==> config.mk <==
export PLATFORM = sky130hd
export DESIGN_NAME = tx_gearbox_feeder_flat
export DESIGN_NICKNAME = d
export VERILOG_FILES = /design/src/rtl/tx_pkg.sv /design/src/rtl/tx_gearbox_feeder_if.sv /design/src/rtl/scrambler_64b.sv /design/src/rtl/tx_gearbox_feeder.sv /design/src/flat_wrapper.sv
export SDC_FILE = /design/constraint.sdc
export NUM_CORES = 1
export LEC_CHECK = 0
export CELL_PAD_IN_SITES_DETAIL_PLACEMENT = 2
export CELL_PAD_IN_SITES_GLOBAL_PLACEMENT = 2
export CORE_ASPECT_RATIO = 1.5
export CORE_UTILIZATION = 32
export CTS_CLUSTER_SIZE = 8
export DETAILED_ROUTE_END_ITERATION = 7
export PLACE_DENSITY = 0.79
export RECOVER_POWER = 50
export SLEW_MARGIN = 20
export SYNTH_ARGS = -nofsm -noshare
export SYNTH_HDL_FRONTEND = slang
export SYNTH_SLANG_ARGS = --single-unit
==> constraint.sdc <==
create_clock -name clk -period 2.4 [get_ports clk]
set_input_delay 0.72 -clock clk [delete_from_list [all_inputs] [get_ports clk]]
set_output_delay 0.72 -clock clk [all_outputs]
set_load 0.01 [all_outputs]
==> src/rtl/tx_pkg.sv <==
// rtl/tx_pkg.sv - shared constants and block type for the TX gearbox feeder
package tx_pkg;

    localparam logic [1:0]  SYNC_DATA  = 2'b01;
    localparam logic [1:0]  SYNC_CTRL  = 2'b10;
    localparam logic [63:0] IDLE_BLOCK = 64'h1E00_0000_0000_0000;
    localparam int          SEQ_MAX    = 65;

    // x^58 + x^39 + 1: taps index the shift history, bit 0 being the newest bit
    localparam int SCR_LEN   = 58;
    localparam int SCR_TAP_A = 38;
    localparam int SCR_TAP_B = 57;

    typedef struct packed {
        logic [1:0]  head;
        logic [63:0] data;
    } block_t;

endpackage

==> src/rtl/tx_gearbox_feeder_if.sv <==
// rtl/tx_gearbox_feeder_if.sv - block input stream and gearbox-facing word stream
interface tx_gearbox_feeder_if;

    logic [63:0] s_data_i;
    logic [1:0]  s_head_i;
    logic        s_valid_i;
    logic        s_ready_o;
    logic [31:0] tx_data_o;
    logic [1:0]  tx_head_o;
    logic [6:0]  tx_sequence_o;
    logic        idle_ins_o;

    modport master (
        output s_data_i, s_head_i, s_valid_i,
        input  s_ready_o, tx_data_o, tx_head_o, tx_sequence_o, idle_ins_o
    );

    modport slave (
        input  s_data_i, s_head_i, s_valid_i,
        output s_ready_o, tx_data_o, tx_head_o, tx_sequence_o, idle_ins_o
    );

endinterface

==> src/rtl/scrambler_64b.sv <==
// rtl/scrambler_64b.sv - self-synchronous x^58+x^39+1 scrambler, 64 bits per enable
module scrambler_64b
    import tx_pkg::*;
(
    input  logic        clk,
    input  logic        rst,
    input  logic        en,
    input  logic [63:0] d_i,
    output logic [63:0] d_o
);

    logic [SCR_LEN-1:0] state_q;
    logic [SCR_LEN-1:0] state_d;

    // Bit 0 is first in time; each scrambled bit feeds the history immediately
    always_comb begin
        state_d = state_q;
        d_o     = '0;
        for (int i = 0; i < 64; i++) begin
            d_o[i]  = d_i[i] ^ state_d[SCR_TAP_A] ^ state_d[SCR_TAP_B];
            state_d = {state_d[SCR_LEN-2:0], d_o[i]};
        end
    end

    always_ff @(posedge clk) begin
        if (rst) begin
            state_q <= '1;
        end else if (en) begin
            state_q <= state_d;
        end
    end

endmodule

==> src/rtl/tx_gearbox_feeder.sv <==
// rtl/tx_gearbox_feeder.sv - feeds 64b blocks as 32b word pairs with sequence count to the 66b/64b gearbox
module tx_gearbox_feeder
    import tx_pkg::*;
#(
    parameter bit          P_SCRAMBLE   = 1'b1,
    parameter int          P_SEQ_MAX    = SEQ_MAX,
    parameter logic [63:0] P_IDLE_BLOCK = IDLE_BLOCK
) (
    input  logic                clk,
    input  logic                rst,
    tx_gearbox_feeder_if.slave  bus
);

    localparam logic [6:0] CNT_LAST  = 7'(P_SEQ_MAX);
    localparam logic [6:0] CNT_PAUSE = 7'(P_SEQ_MAX - 1);

    logic [6:0]  cnt_q, cnt_d;
    logic [6:0]  seq_q;
    logic [31:0] data_q, data_d;
    logic [31:0] low_q, low_d;
    logic [1:0]  head_q, head_d;
    logic        idle_q, idle_d;

    logic        pause;
    logic        slot;
    logic        second;
    logic        accept;
    block_t      blk;
    logic [63:0] scr_data;

    // The last two counts give the gearbox room for its two extra header bits
    assign pause  = (cnt_q >= CNT_PAUSE);
    assign slot   = ~rst & ~cnt_q[0] & ~pause;
    assign second = cnt_q[0] & ~pause;
    assign accept = slot & bus.s_valid_i;

    assign bus.s_ready_o = slot;

    always_comb begin
        blk = '0;
        if (accept) begin
            blk.head = bus.s_head_i;
            blk.data = bus.s_data_i;
        end else begin
            blk.head = SYNC_CTRL;
            blk.data = P_IDLE_BLOCK;
        end
    end

    generate
        if (P_SCRAMBLE) begin : g_scr
            scrambler_64b u_scr (
                .clk (clk),
                .rst (rst),
                .en  (slot),
                .d_i (blk.data),
                .d_o (scr_data)
            );
        end else begin : g_bypass
            assign scr_data = blk.data;
        end
    endgenerate

    always_comb begin
        cnt_d  = (cnt_q == CNT_LAST) ? 7'd0 : cnt_q + 7'd1;
        data_d = '0;
        low_d  = low_q;
        head_d = head_q;
        idle_d = slot & ~bus.s_valid_i;
        if (slot) begin
            data_d = scr_data[63:32];
            low_d  = scr_data[31:0];
            head_d = blk.head;
        end else if (second) begin
            data_d = low_q;
        end
    end

    always_ff @(posedge clk) begin
        if (rst) begin
            cnt_q  <= '0;
            seq_q  <= '0;
            data_q <= '0;
            low_q  <= '0;
            head_q <= '0;
            idle_q <= 1'b0;
        end else begin
            cnt_q  <= cnt_d;
            seq_q  <= cnt_q;
            data_q <= data_d;
            low_q  <= low_d;
            head_q <= head_d;
            idle_q <= idle_d;
        end
    end

    assign bus.tx_data_o     = data_q;
    assign bus.tx_head_o     = head_q;
    assign bus.tx_sequence_o = seq_q;
    assign bus.idle_ins_o    = idle_q;

endmodule

==> src/flat_wrapper.sv <==
// flat-port wrapper written by rule: the top's interface ports become plain ports
module tx_gearbox_feeder_flat import tx_pkg::*;
#(
    parameter bit          P_SCRAMBLE   = 1'b1,
    parameter int          P_SEQ_MAX    = SEQ_MAX,
    parameter logic [63:0] P_IDLE_BLOCK = IDLE_BLOCK
)
  (clk, rst, bus_s_data_i, bus_s_head_i, bus_s_valid_i, bus_s_ready_o, bus_tx_data_o, bus_tx_head_o, bus_tx_sequence_o, bus_idle_ins_o);
  tx_gearbox_feeder_if bus_i ();
  input  logic clk;
  input  logic rst;
  input wire logic [$bits(bus_i.s_data_i)-1:0] bus_s_data_i;
  input wire logic [$bits(bus_i.s_head_i)-1:0] bus_s_head_i;
  input wire logic [$bits(bus_i.s_valid_i)-1:0] bus_s_valid_i;
  output wire logic [$bits(bus_i.s_ready_o)-1:0] bus_s_ready_o;
  output wire logic [$bits(bus_i.tx_data_o)-1:0] bus_tx_data_o;
  output wire logic [$bits(bus_i.tx_head_o)-1:0] bus_tx_head_o;
  output wire logic [$bits(bus_i.tx_sequence_o)-1:0] bus_tx_sequence_o;
  output wire logic [$bits(bus_i.idle_ins_o)-1:0] bus_idle_ins_o;
  assign bus_i.s_data_i = bus_s_data_i;
  assign bus_i.s_head_i = bus_s_head_i;
  assign bus_i.s_valid_i = bus_s_valid_i;
  assign bus_s_ready_o = bus_i.s_ready_o;
  assign bus_tx_data_o = bus_i.tx_data_o;
  assign bus_tx_head_o = bus_i.tx_head_o;
  assign bus_tx_sequence_o = bus_i.tx_sequence_o;
  assign bus_idle_ins_o = bus_i.idle_ins_o;
  tx_gearbox_feeder #(.P_SCRAMBLE(P_SCRAMBLE), .P_SEQ_MAX(P_SEQ_MAX), .P_IDLE_BLOCK(P_IDLE_BLOCK)) u_core (.clk(clk), .rst(rst), .bus(bus_i));
endmodule
* Word-level counts from Yosys, hierarchy flattened
Index checks and enable logic that the tools add are counted.
** Storage, ports and cells
- Register bits :: 139
- Output and inout bits :: 43
** Operators by class
- $add $sub $neg :: 1
- Magnitude comparators :: 1
- Eq/ne operators :: 1
- Muxes and demuxes :: 3
- Bitwise gates (word level) :: 137
- Reductions and logical operators :: 1
** Operators with widths (number)
- XOR 1 bit :: 128
- two-way mux 66 bit :: 1
- two-way mux 32 bit :: 2
- adder 7 x 1 -> 7 bit (second input constant) :: 1
- == test 7 bit (second input constant) :: 1
- greater-or-equal comparator 7 bit (second input constant) :: 1
- bitwise AND 1 bit :: 5
- NOT 1 bit :: 4
- OR reduction 2 bit :: 1

* Longest topological paths before layout
Gate-level depths: netlist (run 1).
- Depth after elaboration :: 10
- Depth in mapped cells :: 8
- Mapped depth without buffers :: 5

* Hierarchy
From an unflattened synthesis (run 1), not the netlist that was laid out.
** Second synthesis, totals
- Cell total of the unflattened synthesis :: 688
- Area total of the unflattened synthesis :: 6824.0 um^2
** Modules (own cells, without submodules)
- scrambler_64b :: instances 1, cells an instance 315, area each 3489.6 um^2, sequential area each 1161.1 um^2
- tx_gearbox_feeder :: instances 1, cells an instance 373, area each 3334.4 um^2, sequential area each 1621.6 um^2

* Worst setup path before layout (run 1)
No wires, ideal clock.
- Kind :: input-to-output
- Start :: in rst
- End :: out bus_s_ready_o
- Arrival time :: 1454 ps
- Slack :: 226 ps
- Stages on the path :: 4
- Path through :: nor2_1 > nand2_1 > inv_1 > buf_1
** On the way
- Cells in the longest elaborated chain, start to end :: 3
** Ends and longest elaborated chain
- start, declared :: line flat_wrapper.sv:11 : input logic rst;
- NOT 1 bit :: line tx_gearbox_feeder.sv:33 : assign slot = ~rst & ~cnt_q[0] & ~pause;
- bitwise AND 1 bit (2 in a row) :: line tx_gearbox_feeder.sv:33
- end, declared :: line flat_wrapper.sv:15 : output wire logic [$bits(bus_i.s_ready_o)-1:0] bus_s_ready_o;
No other way between the ends.

* Worst setup path in the final report (run 1)
- Start :: in bus_s_valid_i
- End :: reg u_core.g_scr.u_scr.state_q[9]
** On the way
- Cells in the longest elaborated chain, start to end :: 6
** Ends and longest elaborated chain
- start, declared :: line flat_wrapper.sv:14 : input wire logic [$bits(bus_i.s_valid_i)-1:0] bus_s_valid_i;
- bitwise AND 1 bit (*) :: line tx_gearbox_feeder.sv:35 : assign accept = slot & bus.s_valid_i;
- two-way mux 66 bit (*) :: line tx_gearbox_feeder.sv:41 : if (accept) begin
- XOR 1 bit (2 in a row) :: line scrambler_64b.sv:20 : d_o[i] = d_i[i] ^ state_d[SCR_TAP_A] ^ state_d[SCR_TAP_B];
- XOR 1 bit (*) (2 in a row) :: line scrambler_64b.sv:20
- end signal, assigned :: line scrambler_64b.sv:29 : state_q <= state_d;
- end, declared :: line scrambler_64b.sv:12 : logic [SCR_LEN-1:0] state_q;
Mark *: on every way between the ends. The rest lies on a longest branch, timed or not.
A chain may end at the register's enable or synchronous reset.

==> results of run 1 <==
## power by group through the flow
stage               combinational [mW]  clock [mW]  sequential (mW)
finish                            3.23        2.53             3.22
global placement                  3.11           0             3.23
CTS                               3.31        2.57             3.22
detailed placement                3.24           0             3.26
global route                      3.51        2.66             3.27
floorplan                         2.01           0             3.20
## state kept, by name (all words and copies together) (netlist names)
register and cells:
u_core.cnt_q 7, u_core.bus.tx_data_o 32, u_core.bus.tx_sequence_o 7, u_core.bus.tx_head_o 2
u_core.low_q 32, u_core.bus.idle_ins_o 1, u_core.g_scr.u_scr.state_q 58
## per-stage QoR
stage / hold slack [ns] / util / power, mW / setup slack [ns] / TNS [ns]
after global placement: 0.436 / 0.399 / 6.34 / -0.149 / -2.67
final: 0.456 / 0.426 / 8.98 / 0.214 / 0
after detailed placement: 0.446 / 0.399 / 6.50 / -0.202 / -5.18
after global routing: 0.469 / 0.426 / 9.45 / 0.0902 / 0
after floorplan: 0.423 / - / 5.21 / 0.226 / 0
after CTS: 0.458 / 0.427 / 9.10 / 0.194 / 0
## per-layer routing
metal,wire length (µm),global-route usage,part of all wire
met4,705,0.104,0.031
met2,12200,0.416,0.53
met5,0,0,0
met1,9670,0.255,0.42
met3,530,0.0318,0.023
## cell families after synthesis
| kind of cell | count (synthesis) | synth area share |
|---|---|---|
| and+or+nand+nor | 254 | 0.165 |
| xor gates and xnor gates | 164 | 0.230 |
| AOI/OAI and AO/OA | 142 | 0.143 |
| DFF | 139 | 0.422 |
| buffers and inverters | 52 | 0.0358 |
| adders and majority gates | 2 | 0.00379 |
## final cells by class
cell class / count / area [µm²]
Fill cell: 2284 / 11700
Multi-Input combinational cell: 562 / 3580
Sequential cell: 139 / 2780
Timing Repair Buffer: 145 / 1390
Clock buffer: 22 / 464
Tap cell: 264 / 330
Clock inverter: 10 / 92.6
Inverter: 5 / 18.8
## what timing repair did
| action | 4_1_cts | 5_1_grt |
|---|---|---|
| endpoints found under the setup margin | 1 | 0 |
| resized for setup | 1 | 0 |
| hold buffers | 0 | 0 |
## worst min-delay path, stage by stage (launching register included)
cell	delay, ns
dfxtp_1	0.32
nand2_1	0.05
nand2_1	0.04
## cells in the final DEF, fill, tap and decap left out, types with 2 or more instances in the layout
cell	instances
dfxtp_1	139
nor4b_1	2
dlygate4sd3_1	18
nor2b_1	5
or2_2	2
nor2_1	62
nand3_1	5
a211o_1	35
a211oi_1	3
clkbuf_8	2
xnor2_2	11
buf_12	4
xor2_1	67
clkdlybuf4s50_1	91
nand2_2	10
clkbuf_1	10
and3_1	14
xnor2_1	86
inv_1	4
a21oi_1	60
clkinv_2	3
ha_1	2
o211a_1	17
clkinvlp_4	4
clkbuf_16	17
nand2_1	137
nor3_1	13
buf_4	23
o21ai_0	22
## final timing paths
path,start,end,slack (ns),cells after the start
min,u_core.low_q[26],u_core.low_q[26],0.46,2
max reg2reg,u_core.cnt_q[0],u_core.low_q[17],0.39,7
max,bus_s_valid_i,u_core.g_scr.u_scr.state_q[9],0.21,7
min reg2reg,u_core.low_q[26],u_core.low_q[26],0.46,2
==> results.cfg, run 1 <==
[timing]
tightest_slew_ns = 0.626
slew_headroom = 0.582
max_freq_mhz = 457
finalMaxSlewViolations = 0
setup_viol = 0
finalHoldViolations = 0
period_share = 0.911
finalCriticalPeriod_ns = 2.19
rsz0062_at_grt = false
fin_skew_ns = 0.0108

[synth]
synth_edf_count = 0
synth.cells.most_frequent = 139 x dfxtp_1, 137 x nand2_1, 86 x xnor2_1
syn_inst = 753
synth_area_mm2 = 0.00660
synth.net_count = 824
yosys.area.top_type_share = 0.422
synth.ff_latch_count = 139
synthTopCellsByArea = dfxtp_1 42%, xnor2_1 11%, xor2_1 8.9%
synth_most_common_cell = dfxtp_1
synth_seq_area_share = 0.422
synth_ff_type = dfxtp_1
synth_largest_area_cell = dfxtp_1
syn_avg_cell_area_um2 = 8.77
ys_types = 36
ys_async_sr_fraction = 0
synth_warnings = 0

[grt]
globalRouteOverflowTotal = 0
grt_pass1_wl_mm = 36.0
first_global_vias = 6588
grt_use_total = 0.226
antenna_found_initial = 0
grt_max_degree = 63

[power]
p_clk_frac = 0.282
power.density_mw_per_mm2 = 1040
p_leak_nw = 3.56
sw_frac_of_total = 0.350
p_comb_frac = 0.360
p_sw_mw = 3.14
ir_drop_v = 0.000407
share_seq_of_total_power = 0.358
p_int_mw = 5.83

[place]
dpl_cell_area_mm2 = 0.00813
gp_congestion = 0.830
hpwl_mm = 16.4
dp.cells = 1115
port_buffers = 111

[cts]
clock-sinks = 139
cts_tree = yes
insertion_delay_ns = 0.43
clk_pin_slew_worst_paths_ns = 0.06
post_cts_buffers = 0
cts_root_buffer = clkbuf_16
htree_levels = 4
clockBufferDepth = 2
numCtsBuffers = 17

[setup_path]
critical_path_buf_inv_count = 2
cp_slowest_stage_delay_ns = 0.50
path_max_fanout = 43
crit_family = buffers and inverters
crit_slowest_cell = clkdlybuf4s50_1
worstSetupPathType = primary input to flop
path_cells = clkdlybuf4s50_1 -> nor4b_4 -> buf_12 -> nand2_1 -> xnor2_1 -> nor2_1 -> a211o_1
critPathArrivalTime_ns = 2.51
cp-start-kind = primary input
crit_path_end_kind = flop
required_ns = 2.72

[final_layout]
syn_to_final_growth_pct = 31.1
finalNetCount = 941
n_antenna_cell = 0
drive_gt1_frac = 0.0917
fin_cells = 1147
final_cell_area_mm2 = 0.00866

[min_path]
hold_path_class = flop to flop

[outcome]
outcome = complete, no violations

[floorplan]
fp.dieW_um = 119
start_util = 0.325
row_count = 64
die_area_mm2 = 0.0212
io_pins = 112
die_h_um = 178
coreArea_mm2 = 0.0203

[drt]
via_per_inst = 4.98
drt_iter0_drc = 161
routedWlPerCell_um = 20.1
antenna_left = 0
drc = 0
drt_pre_antenna_iters = 4
vias = 5712
drt_wl_total_mm = 23.1

[flow_run]
drv_cap = 0
No activity file was read; power rests on OpenSTA's default activity.
==> inputs of run 2 (changes only) <==
--- a/config.mk
+++ b/config.mk
@@ -5,10 +5,11 @@
 export SDC_FILE = /design/constraint.sdc
 export NUM_CORES = 1
 export LEC_CHECK = 0
+export ABC_AREA = 1
 export CELL_PAD_IN_SITES_DETAIL_PLACEMENT = 2
 export CELL_PAD_IN_SITES_GLOBAL_PLACEMENT = 2
 export CORE_ASPECT_RATIO = 1.5
-export CORE_UTILIZATION = 32
+export CORE_UTILIZATION = 30
 export CTS_CLUSTER_SIZE = 8
 export DETAILED_ROUTE_END_ITERATION = 7
 export PLACE_DENSITY = 0.79
==> run 2 against run 1 <==
Net effect:
- area after synthesis fell by 5.6%
- combinational power shrank 29%
- sequential cell count unchanged
- sequential power down 7.1%
- sequential share of layout area grew 0.84 points
- critical path depth grew 4
- routed wire length rose by 3.7%
- synthesized cell count up 9.0%
==> results.cfg, run 2 <==
[power]
p_leak_nw = 3.70
sw_frac_of_total = 0.337
p_comb_frac = 0.289
p_sw_mw = 2.66
power.density_mw_per_mm2 = 936
power_mw = 7.90
ir_drop_v = 0.000493
p_clk_frac = 0.332
p_int_mw = 5.23
share_seq_of_total_power = 0.379

[synth]
syn_avg_cell_area_um2 = 7.59
yosys.area.top_type_share = 0.446
synth_fa_ha_area_frac = 0.00402
synth_top_family_by_area = simple AND/OR/NAND/NOR gates
yosys-mux-area-fraction = 0
synth_edf_count = 0
ys_types = 27
synth_seq_area_share = 0.446
synth_warnings = 0
synth_area_mm2 = 0.00623
synth.ff_latch_count = 139
synth-xor-area-share = 0.131
synth_ff_type = dfxtp_1
ys_async_sr_fraction = 0
synth_compound_area_frac = 0.111
synth_most_common_cell = nand2_1
synth.cells.most_frequent = 218 x nand2_1, 139 x dfxtp_1, 100 x inv_1
synthTopCellsByArea = dfxtp_1 45%, nand2_1 13%, xor2_1 10%
yosys.area_share.simple = 0.215
synth.net_count = 892
synth_largest_area_cell = dfxtp_1
syn_inst = 821

[grt]
globalRouteOverflowTotal = 0
grt_use_total = 0.236
first_global_vias = 6939
antenna_found_initial = 0
grt_pass1_wl_mm = 37.6
grt_max_degree = 79

[place]
dpl_cell_area_mm2 = 0.00791
hpwl_mm = 16.3
dp.cells = 1206
gp_congestion = 0.788
port_buffers = 111

[final_layout]
drive_gt1_frac = 0.0832
layout_commonest_cell = nand2_1
fill_cells = 2331
fin_cells = 1237
final_cell_mix = 218 x nand2_1, 139 x dfxtp_1, 101 x inv_1
largest-register = u_core.g_scr.u_scr.state_q
finalNetCount = 1032
syn_to_final_growth_pct = 35.4
n_antenna_cell = 0
final_cell_area_mm2 = 0.00844
largest_register_ffs = 58

[min_path]
whs_endpoint = u_core.bus.tx_data_o[7]
hold_path_class = flop to flop
hold_depth = 2
hp-start = u_core.low_q[7]

[cts]
cts_tree = yes
clock-sinks = 139
cts_root_buffer = clkbuf_16
htree_levels = 4
clockBufferDepth = 2
post_cts_buffers = 0
numCtsBuffers = 17
clk_pin_slew_worst_paths_ns = 0.06
insertion_delay_ns = 0.43

[timing]
finalCriticalPeriod_ns = 2.29
slew_headroom = 0.183
max_freq_mhz = 436
tightest_slew_ns = 1.21
finalHoldViolations = 0
period_share = 0.956
rsz0062_at_grt = false
finalMaxSlewViolations = 0
worst_hold_slack_ns = 0.465
fin_skew_ns = 0.00732
setup_viol = 0
setup_tns_ns = 0

[drt]
routedWlPerCell_um = 19.3
drt_iter0_drc = 202
vias = 6041
drt_pre_antenna_iters = 4
via_per_inst = 4.88
antenna_left = 0
drc = 0
drt_wl_total_mm = 23.9

[setup_path]
crit_path_end_kind = flop
cp-start-kind = primary input
r2r_slack_ns = 0.19
required_ns = 2.74
path_max_fanout = 14
r2r_end = u_core.bus.tx_data_o[31]
rr_worst_depth = 10
r2r-start = u_core.cnt_q[6]
worstSetupPathType = primary input to flop
critPathArrivalTime_ns = 2.63

[floorplan]
coreArea_mm2 = 0.0204
die_h_um = 179
fp.dieW_um = 120
die_area_mm2 = 0.0214
row_count = 64
io_pins = 112
start_util = 0.305

[flow_run]
drv_cap = 0

[outcome]
outcome = complete, no violations
==> run 2: cell count changes in the layout (fill, tap and decap cells not counted), sizes merged, moves of 17 or more <==
cell / delta
nor2: -30
xnor2: -76
o211a: -17
nand3: +49
nand2: +72
inv: +98
a211o: -35
o21ai: +40
==> run 2: power by group through the flow <==
stage / clock network (mW) / registers, mW / logic (mW)
floorplan: 0 / 2.99 / 1.25
global placement: 0 / 3.02 / 2.22
detailed placement: 0 / 3.03 / 2.31
CTS: 2.65 / 3.00 / 2.38
global route: 2.75 / 3.03 / 2.54
finish: 2.62 / 2.99 / 2.29
==> run 2: cells by family (layout without fill, tap and decap cells) <==
| family | count (synthesis) | in the layout |
|---|---|---|
| xor+xnor | 93 | 93 |
| buf+inv | 141 | 293 |
| simple gates | 317 | 317 |
| compound gates | 129 | 129 |
| fa+ha+maj | 2 | 2 |
| flops | 139 | 139 |
==> run 2: routing by layer <==
metal,global-route usage,vias up,routed length (µm)
met4,0.121,0,983
met5,0,-,0
met1,0.234,2998,8940
li1,-,2862,-
met2,0.470,130,13400
met3,0.0323,51,578
==> run 2: final cells by class <==
type | count | area, µm² | share of cell area
clock buffer | 20 | 447 | 0.0530
sequential | 139 | 2780 | 0.330
timing repair buffer | 160 | 1490 | 0.177
clock inverter | 11 | 121 | 0.0144
inverter | 102 | 383 | 0.0454
tap | 264 | 330 | 0.0392
multi-input combinational | 541 | 2880 | 0.341
==> run 2: what timing repair did <==
item | 4_1_cts | 5_1_grt
setup endpoints to repair | 1 | 0
hold buffers | 0 | 0
endpoints found under the hold margin | 0 | 0
gates resized for setup | 1 | 0
==> run 2: stage by stage <==
step	setup slack (ns)	utilization
2_1_floorplan	0.0421	-
6_report	0.106	0.413
3_3_place_gp	-0.227	0.387
3_5_place_dp	-0.290	0.387
4_1_cts	0.118	0.415
5_1_grt	0.0234	0.413
==> run 2: worst max-delay path by stage <==
stage                     depth (start not counted)                       end     startpoint
after floorplan                                   7             bus_s_ready_o            rst
after global placement                            9  u_core.bus.tx_data_o[26]  bus_s_valid_i
after detailed placement                         10  u_core.bus.tx_data_o[31]  bus_s_valid_i
after CTS                                        11  u_core.bus.tx_data_o[23]  bus_s_valid_i
after global routing                              9  u_core.bus.tx_data_o[10]  bus_s_valid_i
final                                            11  u_core.bus.tx_data_o[23]  bus_s_valid_i
==> run 2: critical path, cell delays in order <==
cell and delay (ns):
clkdlybuf4s50_1 0.52, inv_1 0.12, nor2_8 0.14, buf_12 0.16, buf_4 0.14, nand2_1 0.09
xor2_1 0.25, inv_1 0.11, nand2_1 0.08, nand3_1 0.10, a21oi_1 0.20
